[src/rtl/vga_timing_ctrl.sv]
// rtl/vga_timing_ctrl.sv - VGA raster timing generator with frame-paced colour rotate index
module vga_timing_ctrl #(
  parameter int H_VIS           = 640,
  parameter int H_FP            = 16,
  parameter int H_SW            = 96,
  parameter int H_BP            = 48,
  parameter int V_VIS           = 480,
  parameter int V_FP            = 10,
  parameter int V_SW            = 2,
  parameter int V_BP            = 33,
  parameter int FRAMES_PER_STEP = 60
) (
  input  logic       clk,
  input  logic       rst_n,
  input  logic       enable,
  input  logic       rotate_hold,
  output logic       pix_tick,
  output logic [9:0] x_ord,
  output logic [9:0] y_ord,
  output logic       visible,
  output logic       hsync,
  output logic       vsync,
  output logic       frame_end,
  output logic [1:0] rotate
);

  localparam int H_TOT = H_VIS + H_FP + H_SW + H_BP;
  localparam int V_TOT = V_VIS + V_FP + V_SW + V_BP;

  localparam logic [9:0] H_LAST     = 10'(H_TOT - 1);
  localparam logic [9:0] V_LAST     = 10'(V_TOT - 1);
  localparam logic [9:0] H_VIS_W    = 10'(H_VIS);
  localparam logic [9:0] V_VIS_W    = 10'(V_VIS);
  localparam logic [9:0] HS_START   = 10'(H_VIS + H_FP);
  localparam logic [9:0] HS_END     = 10'(H_VIS + H_FP + H_SW);
  localparam logic [9:0] VS_START   = 10'(V_VIS + V_FP);
  localparam logic [9:0] VS_END     = 10'(V_VIS + V_FP + V_SW);
  localparam logic [9:0] FRAME_LAST = 10'(FRAMES_PER_STEP - 1);

  logic       phase;
  logic [9:0] frame_cnt;

  // Strobes are gated by enable so a frozen generator emits no ticks or frame pulses.
  assign pix_tick  = phase & enable;
  assign frame_end = pix_tick && (x_ord == H_LAST) && (y_ord == V_LAST);

  always_ff @(posedge clk) begin
    if (!rst_n) begin
      phase     <= 1'b0;
      x_ord     <= '0;
      y_ord     <= '0;
      frame_cnt <= '0;
      rotate    <= '0;
    end else if (enable) begin
      phase <= ~phase;
      if (phase) begin
        if (x_ord == H_LAST) begin
          x_ord <= '0;
          y_ord <= (y_ord == V_LAST) ? 10'd0 : y_ord + 10'd1;
        end else begin
          x_ord <= x_ord + 10'd1;
        end
      end
      if (frame_end && !rotate_hold) begin
        if (frame_cnt == FRAME_LAST) begin
          frame_cnt <= '0;
          rotate    <= rotate + 2'd1;
        end else begin
          frame_cnt <= frame_cnt + 10'd1;
        end
      end
    end
  end

  assign visible = (x_ord < H_VIS_W) && (y_ord < V_VIS_W);
  assign hsync   = !((x_ord >= HS_START) && (x_ord < HS_END));
  assign vsync   = !((y_ord >= VS_START) && (y_ord < VS_END));

endmodule

[config.mk]
export PLATFORM = sky130hd
export DESIGN_NAME = vga_timing_ctrl
export DESIGN_NICKNAME = d
export VERILOG_FILES = /design/src/rtl/vga_timing_ctrl.sv
export SDC_FILE = /design/constraint.sdc
export NUM_CORES = 1
export LEC_CHECK = 0
export CORE_MARGIN = 8
export CORE_UTILIZATION = 31
export CTS_BUF_LIST = sky130_fd_sc_hd__clkbuf_4
export DETAILED_ROUTE_END_ITERATION = 6
export SLEW_MARGIN = 0
export SYNTH_ARGS = -nofsm -noshare
export SYNTH_HDL_FRONTEND = slang
export SYNTH_SLANG_ARGS = --single-unit
[constraint.sdc]
create_clock -name clk -period 2.5 [get_ports clk]
set_input_delay 0.625 -clock clk [delete_from_list [all_inputs] [get_ports clk]]
set_output_delay 0.625 -clock clk [all_outputs]
set_load 0.1 [all_outputs]
Yosys cells after proc, flatten, opt, wreduce, memory -nomap -nowiden

Index checks and enable logic that the tools add are counted.

Flip-flop bits (word level): 33
Bits in latches: 0
Bits in writable memories: 0
Memory bits (read-only): 0
Input bits: 4
Output and inout port bits: 27
Word-level logic and storage cells: 36
Memories: 0

$add $sub $neg: 4
Multipliers: 0
Divide/modulo/power cells: 0
Order comparisons: 6
Equal/unequal tests: 3
Shift-type cells: 0
Multiplexer cells: 3
Bitwise gates (word level): 2
Reduce and logical (&&, ||, !) cells: 13

Operators with widths:

| kind                                                                | number |
|---|---|
| adder 10 x 1 -> 10 bit (second input constant)                      | 3 |
| two-way mux 10 bit                                                  | 3 |
| == test 10 bit (second input constant)                              | 2 |
| < comparator 10 bit (second input constant)                         | 2 |
| < comparator 10 x 9 -> 1 bit (second input constant)                | 2 |
| == test 10 x 6 -> 1 bit (second input constant)                     | 1 |
| greater-or-equal comparator 10 bit (second input constant)          | 1 |
| greater-or-equal comparator 10 x 9 -> 1 bit (second input constant) | 1 |
| logical AND 1 bit                                                   | 6 |
| AND reduction 3 bit                                                 | 2 |
| AND reduction 2 bit                                                 | 2 |
| zero test 1 bit                                                     | 3 |
| adder 2 x 1 -> 2 bit (second input constant)                        | 1 |
| AND 1 bit                                                           | 1 |
| inverter 1 bit                                                      | 1 |

Logic depth before layout (Yosys ltp)

Depth in word-level cells: 5
Mapped depth: 8

Worst setup path before layout

OpenSTA, ideal clock, no wires.

Path type: flip-flop to output port
From: register x_ord[0]
To: output port frame_end
Data arrival time: 3.303 ns
Setup slack: -1.428 ns
Cell stages (with the launch flop): 8
Path buffers: 3
Path through: dfxtp_1 ha_1 and3_1 buf_2 nand4_4 buf_6 clkbuf_1 nor2_1

Word-level cells in the longest chain between the ends: 3

Ends and longest elaborated chain:

| item                            | RTL line | text |
|---|---|---|
| from (decl)                     | 18       | `output logic [9:0] x_ord,` |
| from (signal assigned)          | 61       | `x_ord <= x_ord + 10'd1;` |
| == test 10 bit                  | 45       | `assign frame_end = pix_tick && (x_ord == H_LAST) && (y_ord == V_LAST);` |
| logical AND 1 bit (2 in series) | 45       |  |
| to (decl)                       | 23       | `output logic frame_end,` |

Every way passes these cells.

Worst setup path after layout

From: input port enable
To: output port frame_end

Word-level cells in the longest chain between the ends: 3

Ends and longest elaborated chain:

| item                            | RTL line | text |
|---|---|---|
| from (decl)                     | 15       | `input logic enable,` |
| AND 1 bit                       | 44       | `assign pix_tick = phase & enable;` |
| logical AND 1 bit (2 in series) | 45       |  |

Every way passes these cells.

==> impl_metrics.json <==
{
  "period_minus_slack_ns": 2.42,
  "grt.overflow.total": 0,
  "dp_hpwl_um": 3230,
  "vdd_ir_drop_max_v": 0.000245,
  "setup_viol": 0,
  "core_um2": 5780,
  "post_cts_buffers": 0,
  "slew_headroom_pct": 73.6,
  "cts_inserted_buffers": 5,
  "final_common_cell": "buf_4",
  "port_buffers": 30,
  "required_ns": 1.88,
  "cts_resized": 0,
  "antenna_found_initial": 0,
  "power.density_nw_per_um2": 396,
  "synth_flop_cell": "dfxtp_1",
  "cts_buffer_depth": 2,
  "worstHoldPathType": "flip-flop to flip-flop",
  "num_vias": 1701,
  "pin_count": 31,
  "die_y_um": 92.3,
  "place_inst": 317,
  "cts_hold_buf": 0,
  "synth_edf_count": 0,
  "synth_warnings": 0,
  "cts.sinks": 33,
  "wl_per_cell_um": 13.4,
  "finalHoldViolCount": 0,
  "use_met2_pct": 15.7,
  "period_share_pct": 96.9,
  "grt_pass1_wl_um": 7420,
  "power.total_uw": 916,
  "async_reset_ff_share_pct": 0,
  "synth.distinct_cells": 45,
  "path_class": "primary input to primary output",
  "clk_latency_ns": 0.33,
  "clock_skew_ns": 0.00638,
  "start_util_pct": 31.3,
  "grt_use_met1_pct": 14.1,
  "grt_busiest_layer": "met2",
  "num_rows": 28,
  "finalNonFillerCells": 325,
  "ant_nets": 0,
  "final_nets": 258,
  "rsz0062_at_grt": "no",
  "drt-total-wl_um": 4370,
  "clockRootBuffer": "clkbuf_4",
  "grt_max_degree": 30,
  "die_w_um": 92.3,
  "syn_inst": 212,
  "end_kind": "primary output",
  "gp_congestion": 0.732,
  "maxCapViolCount": 0,
  "status": "finished, final reports clean",
  "cp.arrival_ns": 1.80,
  "cts_tree": "built",
  "syn_avg_cell_area_um2": 8.52,
  "clkSlewWorstSetupHoldPaths_ns": 0.10,
  "syn_area_um2": 1810,
  "p_leak_nw": 0.800,
  "syn_to_final_growth_pct": 28.0,
  "firstDrtPassIters": 4,
  "layout_common_cells": "buf_4, nand2_1, dfxtp_1",
  "synth_seq_cells": 33,
  "drive_gt1_share_pct": 27.2,
  "drtIter0Drc": 69,
  "worst-path-max-fanout": 2,
  "grt_usage_pct": 10.5,
  "grt_pass1_vias": 1558,
  "worstSetupStartpointType": "primary input",
  "maxSlewViolCount": 0,
  "ys_seq_area_share_pct": 36.6,
  "drc_errors": 0,
  "vias_per_cell": 5.23,
  "fmax_mhz": 413,
  "gr-usage-met3_pct": 2.18,
  "syn_nets": 221,
  "h-tree-depth": 2,
  "worstMarginPinSlew_ns": 0.390,
  "antenna_cells": 0,
  "die-area_um2": 8530
}
## through the flow
step           util [%]  instance area (um^2)  TNS, ns  worst slack (ns)  hold slack [ns]
3_5_place_dp       39.0                  2250        0            0.0616            0.463
5_1_grt            40.0                  2310        0           0.00829            0.507
3_3_place_gp       39.0                  2250        0            0.0728            0.454
4_1_cts            40.0                  2310        0            0.0643            0.478
6_report           40.0                  2310        0            0.0781            0.474
2_1_floorplan         -                  1850   -0.600            -0.320            0.465
## final timing paths
path | from | end | slack [ns] | cells after the start
min reg2reg | rotate[1] | rotate[1] | 0.47 | 2
max | enable | frame_end | 0.08 | 5
min | rotate[1] | rotate[1] | 0.47 | 2
max reg2reg | x_ord[0] | frame_cnt[3] | 0.60 | 6
## cell families after synthesis
family / synth area share, %
AO/OA/AOI/OAI: 15.0
XOR/XNOR: 5.33
adder cells (fa/ha/maj): 3.46
buffers and inverters: 4.22
flip-flops: 36.6
multiplexers: 0.554
AND/OR/NAND/NOR: 34.8
## worst max-delay path, cell delays in order
cell and delay, ns:
clkdlybuf4s50_1 0.49, and3_1 0.22, nand4_4 0.12, nor2_4 0.16
buf_12 0.18
## where the power goes
group | total (mW) | internal [mW] | leakage (nW) | switching [mW]
sequential | 0.529 | 0.525 | 0.276 | 0.00475
clock | 0.324 | 0.145 | 0.0368 | 0.179
combinational | 0.0627 | 0.0219 | 0.488 | 0.0408
## cell usage after synthesis, types with 2 or more instances
cell      count  area share, %
nor3_1        5            1.4
dfxtp_1      33             37
a31oi_1       2           0.69
nand4_1       9            3.1
or4_1         3            1.2
or3_1         6            2.1
and3b_1       2           0.97
and4_1        5            2.4
o21ai_0       8            2.2
nand3_1      11            3.0
o31ai_1       8            3.3
xnor2_1       7            3.4
and2_1        4            1.4
inv_1         8            1.7
a21oi_1      14            3.9
o311ai_0      4            1.9
or4b_1        3            1.7
nand2_1      16            3.3
nor3b_1       2           0.83
and3_1        4            1.4
xor2_1        4            1.9
nand4b_1      2           0.97
nor2_1       13            2.7
nand2b_1      6            2.1
ha_1          5            3.5
clkbuf_1      7            1.5
a211oi_1      2           0.83
nor4b_1       2           0.97
## flip-flops by register name, summed over array words and instances (netlist names)
name and flops:
phase 1, y_ord 10, x_ord 10, rotate 2
frame_cnt 10
## final cells by class
| type | count | area (um^2) |
|---|---|---|
| Clock buffer | 8 | 60.1 |
| Fill cell | 582 | 3470 |
| Inverter | 9 | 33.8 |
| Multi-Input combinational cell | 161 | 1080 |
| Sequential cell | 33 | 692 |
| Tap cell | 75 | 93.8 |
| Timing Repair Buffer | 39 | 350 |
## per-layer routing
metal  up-vias  part of all wire [%]
li1        865                     -
met1       800                    51
met2        31                    44
met3         5                   3.3
met4         0                   1.6
met5         -                     0
No activity file was read; power rests on OpenSTA's default activity.
